## config.mk

```make
export PLATFORM = sky130hd
export DESIGN_NAME = cpu_run_ctrl
export DESIGN_NICKNAME = d
export VERILOG_FILES = /design/src/rtl/cpu_run_pkg.sv /design/src/rtl/run_stall_det.sv /design/src/rtl/cpu_run_ctrl.sv
export SDC_FILE = /design/constraint.sdc
export NUM_CORES = 1
export LEC_CHECK = 0
export BUFFER_PORTS_ARGS = -buffer_cell sky130_fd_sc_hd__buf_2
export CAP_MARGIN = 0
export CORE_UTILIZATION = 31
export CTS_CLUSTER_DIAMETER = 50
export CTS_CLUSTER_SIZE = 25
export DETAILED_ROUTE_END_ITERATION = 6
export PLACE_DENSITY = 0.61
export SLEW_MARGIN = 40
export SYNTH_ARGS = -nofsm -noshare
export SYNTH_HDL_FRONTEND = slang
export SYNTH_HIERARCHICAL = 1
export SYNTH_SLANG_ARGS = --single-unit
```

## constraint.sdc

```tcl
create_clock -name clk -period 1.8 [get_ports clk]
set_input_delay 0.27 -clock clk [delete_from_list [all_inputs] [get_ports clk]]
set_output_delay 0.27 -clock clk [all_outputs]
set_load 0.01 [all_outputs]
```

## src/rtl/cpu_run_pkg.sv

```systemverilog
// ----------------------------------------------------------------------------
// cpu_run_pkg
//   Shared types and default constants for the CPU run controller.
//   - run_state_t : controller FSM states (IDLE, HOLD, RUN, DONE)
//   - DEF_*       : default parameter values used by cpu_run_ctrl and
//                   run_stall_det
//   - cnt_width() : width of a counter that must hold values 0..max_val
// ----------------------------------------------------------------------------
package cpu_run_pkg;

    typedef enum logic [1:0] {
        IDLE = 2'd0,
        HOLD = 2'd1,
        RUN  = 2'd2,
        DONE = 2'd3
    } run_state_t;

    localparam int unsigned DEF_PC_W        = 8;
    localparam int unsigned DEF_CNT_W       = 16;
    localparam int unsigned DEF_HOLD_CYCLES = 4;
    localparam int unsigned DEF_MAX_CYCLES  = 50;
    localparam int unsigned DEF_STALL_LIMIT = 3;

    // Bits needed to represent every value in 0..max_val (at least one bit).
    function automatic int unsigned cnt_width(input int unsigned max_val);
        return (max_val < 2) ? 1 : $clog2(max_val + 1);
    endfunction

endpackage : cpu_run_pkg

```

## src/rtl/run_stall_det.sv

```systemverilog
// ----------------------------------------------------------------------------
// run_stall_det
//   Halt detector. Tracks how many consecutive enabled cycles the CPU program
//   counter has stayed unchanged and flags a halt once the current cycle would
//   be the STALL_LIMIT-th unchanged one.
//
// Ports:
//   clk     in   system clock, rising edge
//   reset   in   synchronous, active-high reset
//   clear   in   load prev_pc from pc and zero the stall count (run entry)
//   en      in   update tracking this cycle (CPU running)
//   pc      in   CPU program counter
//   halt_o  out  combinational: stall count at limit-1 and pc still unchanged
// ----------------------------------------------------------------------------
module run_stall_det
    import cpu_run_pkg::*;
#(
    parameter int unsigned PC_W        = DEF_PC_W,
    parameter int unsigned STALL_LIMIT = DEF_STALL_LIMIT
) (
    input  logic            clk,
    input  logic            reset,
    input  logic            clear,
    input  logic            en,
    input  logic [PC_W-1:0] pc,
    output logic            halt_o
);

    localparam int unsigned      SC_W       = cnt_width(STALL_LIMIT);
    localparam logic [SC_W-1:0]  STALL_LAST = SC_W'(STALL_LIMIT - 1);

    logic [PC_W-1:0] prev_pc_q;
    logic [SC_W-1:0] stall_cnt_q;
    logic [SC_W-1:0] stall_cnt_d;
    logic            pc_same;

    assign pc_same = (pc == prev_pc_q);

    // The stall count only reaches STALL_LIMIT-1 before the halt ends the run,
    // so the increment below never wraps.
    assign stall_cnt_d = pc_same ? stall_cnt_q + SC_W'(1) : '0;

    // Halt is reported in the cycle that completes the streak, so the
    // controller's registered done rises on the very next edge.
    assign halt_o = pc_same && (stall_cnt_q == STALL_LAST);

    // NOTE: clocked state uses non-blocking assignments so every register
    // samples pre-edge values, independent of statement order.
    always_ff @(posedge clk) begin
        if (reset) begin
            prev_pc_q   <= '0;
            stall_cnt_q <= '0;
        end else if (clear) begin
            prev_pc_q   <= pc;
            stall_cnt_q <= '0;
        end else if (en) begin
            prev_pc_q   <= pc;
            stall_cnt_q <= stall_cnt_d;
        end
    end

endmodule : run_stall_det

```

## src/rtl/cpu_run_ctrl.sv

```systemverilog
// ----------------------------------------------------------------------------
// cpu_run_ctrl
//   Run controller for the 16-bit RISC CPU. Holds the CPU in reset for
//   HOLD_CYCLES cycles after start, then enables it with run. The run ends on
//   abort, on halt (PC unchanged for STALL_LIMIT cycles) or on timeout
//   (MAX_CYCLES run cycles), with priority abort > halt > timeout. Results are
//   held in DONE until the next start.
//
// Ports:
//   clk          in   system clock, rising edge
//   reset        in   synchronous, active-high reset (highest priority)
//   start        in   pulse: begin a run from IDLE or DONE
//   abort        in   pulse: end a run in RUN without pass/fail flags
//   pc           in   CPU program counter, sampled each cycle
//   cpu_rst      out  reset to the CPU (high in IDLE and HOLD)
//   run          out  clock-enable to the CPU (high in RUN)
//   done         out  high while in DONE
//   halted       out  last run ended by halt detection
//   timeout      out  last run ended by the cycle budget
//   cycle_count  out  RUN cycles elapsed in the current/last run
// All outputs are registered.
// ----------------------------------------------------------------------------
module cpu_run_ctrl
    import cpu_run_pkg::*;
#(
    parameter int unsigned PC_W        = DEF_PC_W,
    parameter int unsigned CNT_W       = DEF_CNT_W,
    parameter int unsigned HOLD_CYCLES = DEF_HOLD_CYCLES,
    parameter int unsigned MAX_CYCLES  = DEF_MAX_CYCLES,
    parameter int unsigned STALL_LIMIT = DEF_STALL_LIMIT
) (
    input  logic             clk,
    input  logic             reset,
    input  logic             start,
    input  logic             abort,
    input  logic [PC_W-1:0]  pc,
    output logic             cpu_rst,
    output logic             run,
    output logic             done,
    output logic             halted,
    output logic             timeout,
    output logic [CNT_W-1:0] cycle_count
);

    // ------------------------------------------------------------------
    // Elaboration-time parameter checks. MAX_CYCLES below 2**CNT_W is what
    // keeps cycle_count from ever wrapping.
    // ------------------------------------------------------------------
    if ((PC_W < 1) || (CNT_W < 1) || (HOLD_CYCLES < 1) || (MAX_CYCLES < 2) ||
        (STALL_LIMIT < 1) ||
        ((CNT_W < 32) && (MAX_CYCLES >= (32'd1 << CNT_W)))) begin : g_bad_params
        $error("cpu_run_ctrl: illegal parameter combination");
    end

    localparam int unsigned      HC_W       = cnt_width(HOLD_CYCLES);
    localparam logic [HC_W-1:0]  HOLD_LAST  = HC_W'(HOLD_CYCLES - 1);
    localparam logic [CNT_W-1:0] TIMEOUT_AT = CNT_W'(MAX_CYCLES - 1);

    run_state_t       state_q;
    logic [HC_W-1:0]  hold_cnt_q;
    logic [HC_W-1:0]  hold_cnt_d;
    logic [CNT_W-1:0] cycle_count_q;
    logic [CNT_W-1:0] cycle_count_d;
    logic             cpu_rst_q;
    logic             run_q;
    logic             done_q;
    logic             halted_q;
    logic             timeout_q;

    logic             hold_exit;
    logic             timeout_hit;
    logic             halt;
    logic             stall_en;

    // NOTE: every signal driven here is assigned on every path through the
    // block; a missing assignment would infer a latch.
    always_comb begin
        hold_cnt_d    = hold_cnt_q + HC_W'(1);
        cycle_count_d = cycle_count_q + CNT_W'(1);
        hold_exit     = (state_q == HOLD) && (hold_cnt_q == HOLD_LAST);
        timeout_hit   = (cycle_count_q == TIMEOUT_AT);
        stall_en      = (state_q == RUN);
    end

    // prev_pc is captured on the HOLD exit edge so the first RUN cycle
    // compares against the PC the CPU presented while leaving reset.
    run_stall_det #(
        .PC_W        (PC_W),
        .STALL_LIMIT (STALL_LIMIT)
    ) u_stall_det (
        .clk    (clk),
        .reset  (reset),
        .clear  (hold_exit),
        .en     (stall_en),
        .pc     (pc),
        .halt_o (halt)
    );

    // ------------------------------------------------------------------
    // Controller FSM with registered outputs.
    // ------------------------------------------------------------------
    always_ff @(posedge clk) begin
        if (reset) begin
            state_q       <= IDLE;
            hold_cnt_q    <= '0;
            cycle_count_q <= '0;
            cpu_rst_q     <= 1'b1;
            run_q         <= 1'b0;
            done_q        <= 1'b0;
            halted_q      <= 1'b0;
            timeout_q     <= 1'b0;
        end else begin
            unique case (state_q)
                IDLE: begin
                    if (start) begin
                        state_q    <= HOLD;
                        hold_cnt_q <= '0;
                        halted_q   <= 1'b0;
                        timeout_q  <= 1'b0;
                    end
                end

                HOLD: begin
                    hold_cnt_q <= hold_cnt_d;
                    if (hold_exit) begin
                        state_q       <= RUN;
                        cycle_count_q <= '0;
                        cpu_rst_q     <= 1'b0;
                        run_q         <= 1'b1;
                    end
                end

                RUN: begin
                    // The terminating cycle is itself a run cycle, so the
                    // count advances on the exit edge as well.
                    cycle_count_q <= cycle_count_d;
                    if (abort || halt || timeout_hit) begin
                        state_q   <= DONE;
                        run_q     <= 1'b0;
                        done_q    <= 1'b1;
                        halted_q  <= !abort && halt;
                        timeout_q <= !abort && !halt && timeout_hit;
                    end
                end

                DONE: begin
                    if (start) begin
                        state_q    <= HOLD;
                        hold_cnt_q <= '0;
                        cpu_rst_q  <= 1'b1;
                        done_q     <= 1'b0;
                        halted_q   <= 1'b0;
                        timeout_q  <= 1'b0;
                    end
                end

                default: begin
                    state_q   <= IDLE;
                    cpu_rst_q <= 1'b1;
                    run_q     <= 1'b0;
                    done_q    <= 1'b0;
                end
            endcase
        end
    end

    assign cpu_rst     = cpu_rst_q;
    assign run         = run_q;
    assign done        = done_q;
    assign halted      = halted_q;
    assign timeout     = timeout_q;
    assign cycle_count = cycle_count_q;

endmodule : cpu_run_ctrl
```

; ---- Yosys cells after proc, flatten, opt, wreduce, memory -nomap -nowiden
; Index checks and enable logic that the tools add are counted.
[totals]
reg_bits = 36
latchBits = 0
ram_bits = 0
romBits = 0
word_cells = 73
mem_count = 0
[op_classes]
n_addsub = 3
n_mul = 0
div = 0
n_lt_le_gt_ge = 0
n_eq_ne = 11
shifts = 0
mux = 24
n_bitwise = 0
n_reduce_logical = 25
[ops]
columns = cell, count
row1 = 16-bit one-hot mux with 2 select lines, 1
row2 = 16-bit by 1-bit adder with 16-bit output (second input constant), 1
row3 = 16-bit by 6-bit == test with 1-bit output (second input constant), 1
row4 = 16-bit two-way mux, 1
row5 = 8-bit two-way mux, 2
row6 = 3-bit AND reduction, 5
row7 = 2-bit nonzero test, 6
row8 = 1-bit one-hot mux with 2 select lines, 5
row9 = 8-bit == test, 1
row10 = 1-bit two-way mux, 8
row11 = 2-bit two-way mux, 4
row12 = 2-bit == test (second input constant), 3
row13 = 2-bit one-hot mux with 3 select lines, 1
row14 = 3-bit one-hot mux with 2 select lines, 1
row15 = 1-bit logical AND, 5
row16 = 2-bit by 1-bit != test with 1-bit output (second input constant), 2
row17 = 2-bit != test (second input constant), 2
row18 = 2-bit AND reduction, 2
row19 = 2-bit OR reduction, 2
row20 = 3-bit by 1-bit adder with 3-bit output (second input constant), 1
row21 = 3-bit by 2-bit == test with 1-bit output (second input constant), 1
row22 = 3-bit two-way mux, 1
row23 = 2-bit by 1-bit adder with 2-bit output (second input constant), 1
row24 = 2-bit by 1-bit == test with 1-bit output (second input constant), 1
row25 = other kinds (3), 5

; ---- Depth between registers and ports, before layout
; Gate-level depths: netlist of the first run.
[depth]
depth_word = 7
mapped_depth = 9

; ---- Cells and area by module
; Netlist of the first run, hierarchy kept.
[modules_own_cells]
columns = mod, instances, cells_per_inst, area_per_inst_um2, seq_area_each_um2
row1 = cpu_run_ctrl, 1, 162, 1372.6, 520.5
row2 = run_stall_det, 1, 59, 491.7, 200.2

; ---- Least setup slack after synthesis of the first run
; OpenSTA, ideal clock, no wires.
[synth_timing]
path_kind = register to register
from = register state_q[0]
to = register cycle_count_q[14] (netlist: cycle_count[14])
setup_ns = 0.071
arrival_time_ns = 1.670
setup_slack_ns = 0.059
path_stages_with_launch = 7
path_buffers = 0
synth_period_minus_slack_ns = 1.741
path_cell_list = dfxtp_1 -> inv_1 -> ha_1 -> mux2_4 -> nand3_2 -> or4_1 -> a21oi_1
[synth_between]
elab_cells_between_ends = 7
[synth_lines]
columns = item, line
row1 = from (decl), cpu_run_ctrl.sv:59  ; run_state_t state_q;
row2 = from (signal assigned), cpu_run_ctrl.sv:104  ; state_q <= IDLE;
row3 = from (signal assigned), cpu_run_ctrl.sv:116  ; state_q <= HOLD;
row4 = from (signal assigned), cpu_run_ctrl.sv:126  ; state_q <= RUN;
row5 = 2-bit == test (*), --
row6 = via stall_en, cpu_run_ctrl.sv:73  ; logic stall_en;
row7 = 2-bit nonzero test (no line), --
row8 = 2-bit AND reduction (no line), --
row9 = to (signal assigned), cpu_run_ctrl.sv:136  ; cycle_count_q <= cycle_count_d;
row10 = to (decl), cpu_run_ctrl.sv:62  ; logic [CNT_W-1:0] cycle_count_q;
; The timed path passes the listed nets; every way through them passes the cells marked *.
; A chain may end at the register's enable or synchronous reset.

; ---- Final worst setup path of the first run
[layout_timing]
from = register hold_cnt_q[0]
to = register cycle_count_q[14] (netlist: cycle_count[14])
[layout_between]
elab_chain_cells = 4
[layout_rtl]
columns = item, line
row1 = from (decl), cpu_run_ctrl.sv:60  ; logic [HC_W-1:0] hold_cnt_q;
row2 = from (signal assigned), cpu_run_ctrl.sv:124  ; hold_cnt_q <= hold_cnt_d;
row3 = 3-bit by 2-bit == test with 1-bit output, cpu_run_ctrl.sv:80  ; hold_exit = (state_q == HOLD) && (hold_cnt_q == HOLD_LAST);
row4 = 1-bit logical AND, cpu_run_ctrl.sv:80
row5 = 2-bit != test (no line), --
row6 = 2-bit AND reduction (no line), --
; Every way passes these cells.

==> key figures, run 1 <==
Clock network
  • CTS Buffer Depth: 2
  • CTS clk-pin slew, worst paths: about 0.070 ns
  • H-tree Lvls: 2
  • Num Clock Sinks: 36
  • Worst-Skew Late Latency: 0.29 ns
  • CTS tree: built
  • Hold Buf Count CTS: 0
  • Clock buffer count from CTS: 5
  • Root buffer cell: clkbuf_8

Worst setup path
  • Crit path buf inv count: 0
  • Critical path class: reg -> reg
  • Family with the most delay on the worst path: simple AND/OR/NAND/NOR gates
  • Crit-path max FO: 7
  • Crit-path max cell delay: ~0.48 ns
  • Slowest cell on crit path: or4_1
  • Cells along the critical path: ha_1 -> ha_2 -> mux2_4 -> nand3_4 -> or4_1 -> a21oi_1
  • Worst EP required: 2.02 ns
  • Critical Path End Type: flop
  • CP arrival: 1.90 ns
  • Worst Setup Start Kind: flop

Synthesis
  • Syn_nets: 241
  • Synthesis-stage register bit count: 36
  • Largest family of logic cells by synthesized area: simple AND/OR/NAND/NOR gates
  • Mapped Area: roughly 1900 um2
  • Distinct cells, synth: 43
  • Adder-cell share of the synthesized area: 0.0537
  • Syn Area/Cell: about 8.4 um2
  • Syn Inst Count: ~220
  • Post-Synth XOR/XNOR Area: 0.0564
  • Top cell type's share of synthesized area: 0.387
  • Synth Area in Compound Gates: 0.182
  • Synth warnings: 6
  • Largest cells by area after synthesis: dfxtp_1, a21oi_1, xor2_1
  • Synth Area in Simple Gates: 0.261
  • Sequential area share after synthesis: 0.387
  • Synth area leader: dfxtp_1
  • Most common flop cell mapped by yosys: dfxtp_1
  • Post-synthesis mux area share: 0.0195
  • Synth async-reset ratio: 0
  • Post-synth EDFFs: 0

Place
  • Inst Count DP: around 330
  • Routability cong.: a little under 0.8
  • Placed cell areas: roughly 2200 um2
  • Detailed Place HPWL: 3100 um
  • IO Port Bufs: 32

Drt
  • Antenna-violating nets left: 0
  • Vias per Instance: 5.01
  • Total Wirelength: between 4000 and 5000 um
  • DRC: 0
  • Wirelength per Cell: 12.3 um
  • DR iter-0 viols: 36
  • Pre-antenna DRT Iters: 4
  • Total number of vias: approximately 1700

STA
  • Max Slew Vio Count: 0
  • Count of final setup violators: 0
  • Post-layout min period: 1.68 ns
  • Final Hold Vio Count: 0
  • Fmax: approximately 0.60 GHz
  • Unrepaired setup endpoints after global routing: false
  • Final period util: 0.932
  • Clock Skew: 0.00577 ns
  • Worst-margin pin slew: about 0.37 ns
  • Final hold slack: approximately 0.25 ns
  • Slew HR: 0.749
  • Total Neg Setup Slack: 0 ns

Cells and area
  • P&R area growth vs syn: 24.4%
  • Final Non-Filler Cells: 342
  • Antenna cells: 0
  • Layout cells sized above 1: 0.263
  • Final #Nets: roughly 290
  • Register Area: approximately 720 um2
  • Cell area after layout: 2320 um2
  • Multi-input logic area: 1080 um2
  • FILL cells: 580

Floorplanning
  • Cell Rows: 27
  • Die Y: just under 80 um
  • Die ar.: 6330 um2
  • # IOs: 33
  • Initial Utilization: 0.330
  • Core box area: around 5600 um2
  • Die Wd: 79.6 um

Global route
  • Met3 usage in global routing: 0.0411
  • Initial antenna violation count: 0
  • Vias in the first global route: between 1500 and 2000
  • GRT Total Usage: 0.141
  • Gr busiest metal: met2
  • Remaining global-route overflow: 0
  • Largest net degree at the start of global routing: 20
  • Routing usage on met1: 0.179
  • First-pass GRT wire length: just under 7000 um
  • Met2 usage in global routing: 0.224

Run
  • Max-cap viol count: 0

Run status
  • Status: finished clean

Power and ir drop
  • Static Leak: about 0.95 nW
  • Max IR drop VDD: about 550 uV
  • PD cells: ~940 nW/um2
  • Tot Pwr: approximately 2.2 mW

Worst hold path
  • HP Class: in -> reg
==> sequential cells by signal, summed over array words and instances (netlist names) <==
register / flops
cpu_rst: 1
cycle_count: 16
done: 1
halted: 1
hold_cnt_q: 3
run: 1
state_q: 2
timeout: 1
u_stall_det/prev_pc_q: 8
u_stall_det/stall_cnt_q: 2
==> cell usage after synthesis (2+ instances only) <==
master      n
o21bai_1    2
nand4_1     6
nand2_1    20
inv_1      11
or3_1       6
o31ai_1     4
nand3_2     2
ha_1        8
or4_1       4
nor4_2      2
nor2b_1     2
nor2_1     16
nand2b_1    5
a2bb2oi_1   2
and2_1      2
nor4_1      2
nand3_1     5
o32ai_1     4
clkbuf_1    5
xor2_1     12
a21oi_1    27
o21ai_1     2
dfxtp_1    36
o21ai_0    15
nand3b_1    3
==> final timing paths <==
| kind | startpoint | depth (start not counted) | slack, ns | endpoint |
|---|---|---|---|---|
| setup / recovery | hold_cnt_q[0] | 6 | 0.12 | cycle_count[14] |
| hold / removal | pc[0] | 3 | 0.25 | u_stall_det/prev_pc_q[0] |
| setup reg to reg | hold_cnt_q[0] | 6 | 0.12 | cycle_count[14] |
| hold reg to reg | u_stall_det/prev_pc_q[4] | 2 | 0.46 | u_stall_det/prev_pc_q[4] |
==> stage by stage <==
stage | util | setup WS, ns
after floorplan | - | 0.0592
after global placement | 0.387 | 0.0671
after detailed placement | 0.387 | 0.0430
after CTS | 0.404 | 0.00140
after global routing | 0.411 | 0.00713
final | 0.411 | 0.123
==> tightest hold or removal path, stage by stage <==
cell and delay, ns:
buf_2 0.11, o21ai_0 0.06, a21oi_1 0.06
==> cell usage in the layout (no fill, tap or decap), drive strengths merged, types with 5 or more instances in the layout <==
| cell | count |
|---|---|
| nand4 | 7 |
| a21oi | 27 |
| o21ai | 17 |
| buf | 49 |
| ha | 8 |
| inv | 11 |
| dfxtp | 36 |
| or3 | 6 |
| nor2 | 17 |
| clkbuf | 6 |
| nand3 | 7 |
| nand2b | 5 |
| xor2 | 12 |
| nand2 | 20 |
==> timing repair <==
action	CTS	global route
resized for setup	0	5
endpoints found under the setup margin	0	5
setup buffers	0	3
==> routing by layer <==
metal	vias to the layer above	part of all wire	wire, um
met5	-	0	0
met2	43	0.45	1870
li1	895	-	-
met1	767	0.48	2020
met4	0	0.015	61
met3	8	0.056	235
==> report_power, final <==
group	internal (mW)	switching (mW)
Clock	0.305	0.294
Combinational	0.276	0.369
Sequential	0.878	0.0604
Total	1.46	0.724
==> cells by family after synthesis <==
kind of cell,count (synthesis)
and+or+nand+nor,84
AOI/OAI and AO/OA,59
DFF,36
buffers and inverters,19
xor gates and xnor gates,12
adders and majority gates,8
muxes,3
==> layout make-up <==
type | count | area share
multi-input combinational | 166 | 0.468
sequential | 36 | 0.312
timing repair buffer | 49 | 0.124
tap | 72 | 0.0388
clock buffer | 6 | 0.0356
inverter | 11 | 0.0178
clock inverter | 2 | 0.00432
Power figures use the tool's default switching activity.
==> run 2, diff against run 1 <==
--- a/config.mk
+++ b/config.mk
@@ -5,7 +5,7 @@
 export SDC_FILE = /design/constraint.sdc
 export NUM_CORES = 1
 export LEC_CHECK = 0
-export BUFFER_PORTS_ARGS = -buffer_cell sky130_fd_sc_hd__buf_2
+export BUFFER_PORTS_ARGS = -buffer_cell sky130_fd_sc_hd__buf_4
 export CAP_MARGIN = 0
 export CORE_UTILIZATION = 31
 export CTS_CLUSTER_DIAMETER = 50
==> key figures, run 2 (synthesis results as in run 1) <==
Worst setup path
  • CP arrival: 1.92 ns (+0.02 ns)
  • Crit-path max FO: 10 (+3)
  • Critical path class: reg -> reg
  • Cells along the critical path: ha_1 -> ha_2 -> mux2_4 -> nand3_2 -> or4_1 -> a21oi_1
  • Worst Setup Start Kind: flop
  • Crit-path max cell delay: 0.44 ns (-0.04 ns)
  • Critical Path End Type: flop
  • Worst EP required: 2.02 ns (about the same)
  • Slowest cell on crit path: or4_1
  • Family with the most delay on the worst path: simple AND/OR/NAND/NOR gates
  • Crit path buf inv count: 0 (unchanged)

Global route
  • Largest net degree at the start of global routing: 28 (+40%)
  • First-pass GRT wire length: 7180 um (+4.1%)
  • Vias in the first global route: 1590 (+4.1%)
  • GRT Total Usage: 0.145 (+0.00390)
  • Remaining global-route overflow: 0 (unchanged)
  • Initial antenna violation count: 0 (unchanged)

STA
  • Total Neg Setup Slack: 0 ns (unchanged)
  • Slew HR: 0.756 (+0.00700)
  • Final period util: 0.940 (+0.00855)
  • Fmax: 0.591 GHz (-0.91%)
  • Unrepaired setup endpoints after global routing: false
  • Max Slew Vio Count: 0 (unchanged)
  • Post-layout min period: 1.69 ns (+0.0154 ns)
  • Final WS setup: 0.108 ns (-0.0154 ns)
  • Final Hold Vio Count: 0 (unchanged)
  • Clock Skew: 0.00441 ns (-0.00136 ns)
  • Count of final setup violators: 0 (unchanged)
  • Worst-margin pin slew: 0.365 ns (-0.00746 ns)

Clock network
  • Hold Buf Count CTS: 0 (unchanged)
  • H-tree Lvls: 2 (unchanged)
  • Num Clock Sinks: 36 (unchanged)
  • CTS tree: built
  • Root buffer cell: clkbuf_8
  • CTS clk-pin slew, worst paths: 0.07 ns (about the same)
  • Clock buffer count from CTS: 5 (unchanged)
  • CTS Buffer Depth: 2 (unchanged)
  • Worst-Skew Late Latency: 0.28 ns (about the same)

Cells and area
  • Max reg flops: 16 (unchanged)
  • Final core occ: 0.418 (+0.00710)
  • P&R area growth vs syn: 26.6%
  • Commonest non-fill, non-tap cell in the layout: buf_4
  • Final Non-Filler Cells: 338 (-1.2%)
  • Final #Nets: 285 (-1.4%)
  • Commonest cells after routing, fill and taps aside: buf_4, dfxtp_1, a21oi_1
  • Antenna cells: 0 (unchanged)
  • Cell area after layout: 2360 um2 (+1.7%)
  • Layout cells sized above 1: 0.248 (-0.0148)

Place
  • Placed cell areas: 2250 um2 (+3.0%)
  • Routability cong.: 0.737 (-5.0%)
  • Post-Place Worst Slack: 0.0741 ns (+0.0311 ns)
  • Detailed Place HPWL: 3100 um (-0.14%)
  • Inst Count DP: 329 (-0.60%)
  • IO Port Bufs: 32 (unchanged)

Drt
  • Pre-antenna DRT Iters: 4 (unchanged)
  • Total number of vias: 1717 (+0.23%)
  • Antenna-violating nets left: 0 (unchanged)
  • DR iter-0 viols: 70 (+94%)
  • DRC: 0 (unchanged)
  • Total Wirelength: 4280 um (+2.2%)
  • Wirelength per Cell: 12.7 um (+3.4%)
  • Vias per Instance: 5.08 (+1.4%)

Floorplanning
  • Die Y: 79.6 um (unchanged)
  • Cell Rows: 27 (unchanged)
  • Die Wd: 79.6 um (unchanged)
  • # IOs: 33 (unchanged)
  • Initial Utilization: 0.330 (unchanged)
  • Core box area: 5640 um2 (unchanged)
  • Die ar.: 6330 um2 (unchanged)

Power and ir drop
  • PD cells: 923 nW/um2 (-2.0%)
  • Max IR drop VDD: 574 uV (+4.5%)
  • Static Leak: 0.939 nW (-1.4%)

Worst hold path
  • HP Class: in -> reg

Run
  • Max-cap viol count: 0 (unchanged)

Run status
  • Status: finished clean
run 2: report_power, final:
group	internal, mW	switching (mW)	total (mW)	leakage, nW
combinational	0.274	0.374	0.648	0.601
clock	0.312	0.276	0.588	0.0455
sequential	0.879	0.0632	0.942	0.293
run 2: worst paths after layout:
path	start	end	slack, ns	depth (start not counted)
max	hold_cnt_q[0]	cycle_count[15]	0.11	6
min	pc[7]	u_stall_det/prev_pc_q[7]	0.27	3
max reg2reg	hold_cnt_q[0]	cycle_count[15]	0.11	6
min reg2reg	u_stall_det/prev_pc_q[6]	u_stall_det/prev_pc_q[6]	0.46	2
run 2: layout make-up:
type                    instances  area [um2]
fillers                       587        3280
multi-input cells             166        1080
flip-flops and latches         36         724
repair buffers                 45         338
clock buffers                   8        90.1
well taps                      72        90.1
inverters                      11        41.3
run 2: stage by stage:
stage	hold slack [ns]	total power [mW]
after detailed placement	0.457	1.59
after floorplan	0.431	1.41
after CTS	0.265	2.19
after global placement	0.450	1.59
after global routing	0.279	2.32
final	0.270	2.18
run 2: worst min-delay path, cell delays in order:
cell and delay (ns):
buf_4 0.11, o21ai_0 0.06, a21oi_1 0.06
run 2: routing by layer:
layer	track usage	vias to the layer above	wire (um)
li1	-	883	-
met1	0.186	790	2050
met2	0.232	34	2000
met3	0.0411	10	178
met4	0.0473	0	61
met5	0	-	0
run 2: repair_timing:
item,in CTS,in global routing
setup buffers,0,1
endpoints found under the setup margin,0,9
resized for setup,0,5
==> run 3, diff against run 2 <==
--- a/config.mk
+++ b/config.mk
@@ -7,11 +7,11 @@
 export LEC_CHECK = 0
 export BUFFER_PORTS_ARGS = -buffer_cell sky130_fd_sc_hd__buf_4
 export CAP_MARGIN = 0
-export CORE_UTILIZATION = 31
+export CORE_UTILIZATION = 37
 export CTS_CLUSTER_DIAMETER = 50
 export CTS_CLUSTER_SIZE = 25
 export DETAILED_ROUTE_END_ITERATION = 6
-export PLACE_DENSITY = 0.61
+export PLACE_DENSITY = 0.69
 export SLEW_MARGIN = 40
 export SYNTH_ARGS = -nofsm -noshare
 export SYNTH_HDL_FRONTEND = slang
==> key figures, run 3 (synthesis results as in run 1) <==
Run status
  • Status: finished clean

Worst setup path
  • Worst Setup Start Kind: flop
  • Critical Path End Type: flop
  • Crit-path max cell delay: 0.47 ns (+0.03 ns)
  • Slowest cell on crit path: or4_1
  • Worst setup path startpoint: hold_cnt_q[0]
  • Cells along the critical path: ha_1 -> ha_2 -> mux2_4 -> nand3_4 -> or4_1 -> a21oi_1
  • Worst EP required: 2.03 ns (about the same)
  • Critical path class: reg -> reg
  • Reg2Reg Launch Point: hold_cnt_q[0]
  • CP arrival: 1.91 ns (about the same)
  • Register-to-Register Path Depth: 6 (unchanged)
  • Crit-path max FO: 8 (-2)

Cells and area
  • Commonest non-fill, non-tap cell in the layout: buf_4
  • Max reg flops: 16 (unchanged)
  • FILL cells: 466 (-21%)
  • P&R area growth vs syn: 28.1%
  • Antenna cells: 0 (unchanged)
  • Final Non-Filler Cells: 333 (-1.5%)
  • Final core occ: 0.499 (+0.0808)
  • Final #Nets: 285 (unchanged)
  • Layout cells sized above 1: 0.252 (+0.00376)
  • Cell area after layout: 2390 um2 (+1.2%)
  • Commonest cells after routing, fill and taps aside: buf_4, dfxtp_1, a21oi_1

Drt
  • DRC: 0 (unchanged)
  • Pre-antenna DRT Iters: 4 (unchanged)
  • Vias per Instance: 5.20 (+2.3%)
  • Total number of vias: 1731 (+0.82%)
  • DR iter-0 viols: 81 (+16%)
  • Total Wirelength: 4290 um (+0.21%)
  • Antenna-violating nets left: 0 (unchanged)
  • Wirelength per Cell: 12.9 um (+1.7%)

Clock network
  • Worst-Skew Late Latency: 0.29 ns (about the same)
  • Clock buffer count from CTS: 5 (unchanged)
  • Root buffer cell: clkbuf_8
  • H-tree Lvls: 2 (unchanged)
  • Hold Buf Count CTS: 0 (unchanged)
  • Num Clock Sinks: 36 (unchanged)
  • CTS Buffer Depth: 2 (unchanged)
  • CTS tree: built
  • CTS clk-pin slew, worst paths: 0.08 ns (about the same)

Global route
  • Remaining global-route overflow: 0 (unchanged)
  • First-pass GRT wire length: 7450 um (+3.8%)
  • GRT Total Usage: 0.181 (+0.0362)
  • Initial antenna violation count: 0 (unchanged)
  • Largest net degree at the start of global routing: 28 (unchanged)
  • Vias in the first global route: 1656 (+4.2%)

Power and ir drop
  • Static Leak: 0.947 nW (+0.89%)
  • Combinational group share of total power: 0.280 (-0.017)
  • Seq pwr share: 0.409 (-0.024)
  • Clock power frac: 0.311 (+0.041)
  • Internal Power: 1.56 mW (+6.4%)
  • Sw Ratio: 0.322 (-0.00544)
  • Sw power: 0.740 mW (+3.8%)
  • PD cells: 963 nW/um2 (+4.3%)
  • Max IR drop VDD: 637 uV (+11%)

Floorplanning
  • Die Wd: 73.0 um (-8.3%)
  • Core box area: 4790 um2 (-15%)
  • Die Y: 73.0 um (-8.3%)
  • Cell Rows: 25 (-7.4%)
  • Die ar.: 5330 um2 (-16%)
  • # IOs: 33 (unchanged)
  • Initial Utilization: 0.390 (+0.0591)

STA
  • Post-layout min period: 1.69 ns (-0.00594 ns)
  • Max Slew Vio Count: 0 (unchanged)
  • Fmax: 0.593 GHz (+0.35%)
  • Final period util: 0.937 (-0.00330)
  • Clock Skew: 0.00491 ns (+0.000503 ns)
  • Final Hold Vio Count: 0 (unchanged)
  • Count of final setup violators: 0 (unchanged)
  • Slew HR: 0.782 (+0.0257)
  • Worst-margin pin slew: 0.324 ns (-0.0416 ns)
  • Unrepaired setup endpoints after global routing: true

Place
  • IO Port Bufs: 32 (unchanged)
  • Routability cong.: 0.762 (+3.4%)
  • Detailed Place HPWL: 3080 um (-0.54%)
  • Inst Count DP: 324 (-1.5%)
  • Placed cell areas: 2240 um2 (-0.28%)

Run
  • Max-cap viol count: 0 (unchanged)

Worst hold path
  • Worst hold path depth: 3 (unchanged)
  • Hold path startpoint: pc[7]
  • HP Class: in -> reg
==> run 3: cell types whose count changed in the layout (fill, tap and decap cells not counted), sizes merged <==
cell,previous run,this run
bufinv,0,1
clkbuf,8,5
clkinv,0,1
clkinvlp,0,1
==> run 3: layout make-up <==
type / instances / area, um2 / area share
Multi-Input combinational cell: 166 / 1090 / 0.457
Sequential cell: 36 / 723 / 0.303
Timing Repair Buffer: 45 / 338 / 0.141
Tap cell: 67 / 83.8 / 0.0351
Clock buffer: 5 / 68.8 / 0.0288
Clock inverter: 3 / 42.5 / 0.0178
Inverter: 11 / 41.3 / 0.0173
==> run 3: per-layer routing <==
metal  global-route usage  vias up  wire length, um
met5                    0        -                0
met4               0.0850        0               68
met3               0.0387        7              165
met2                0.287       37             1980
met1                0.234      804             2070
li1                     -      883                -
==> run 3: path summary, 6_finish.rpt <==
path / endpoint / slack [ns]
worst min register to register: u_stall_det/prev_pc_q[6] / 0.46
worst min-delay path: u_stall_det/prev_pc_q[7] / 0.25
worst max register to register: cycle_count[14] / 0.11
worst max-delay path: cycle_count[14] / 0.11
==> run 3: critical path, delay by kind of cell (launching register included) <==
family                     cells  cell delay (ns)
AOI/OAI and AO/OA              1             0.14
adders and majority gates      2             0.35
DFF                            1             0.34
muxes                          1             0.20
and+or+nand+nor                2             0.58
==> run 3: power groups by stage <==
stage,clock network (mW),registers [mW],logic [mW]
detailed placement,0,0.957,0.618
global route,0.778,0.950,0.734
CTS,0.740,0.938,0.625
floorplan,0,0.949,0.464
global placement,0,0.951,0.617
finish,0.715,0.940,0.644
==> run 3: timing repair <==
item,in CTS,in global routing
endpoints found under the hold margin,0,0
setup endpoints to repair,0,8
buffers inserted,0,1
resized for setup,0,6
==> run 3: metrics by stage <==
step / total power [mW] / TNS (ns) / setup slack [ns] / hold slack (ns)
final: 2.30 / 0 / 0.114 / 0.255
after global routing: 2.46 / -0.0125 / -0.0125 / 0.263
after CTS: 2.30 / 0 / 0.0166 / 0.244
after detailed placement: 1.58 / 0 / 0.0393 / 0.455
after global placement: 1.57 / 0 / 0.0992 / 0.451
after floorplan: 1.41 / 0 / 0.0592 / 0.431
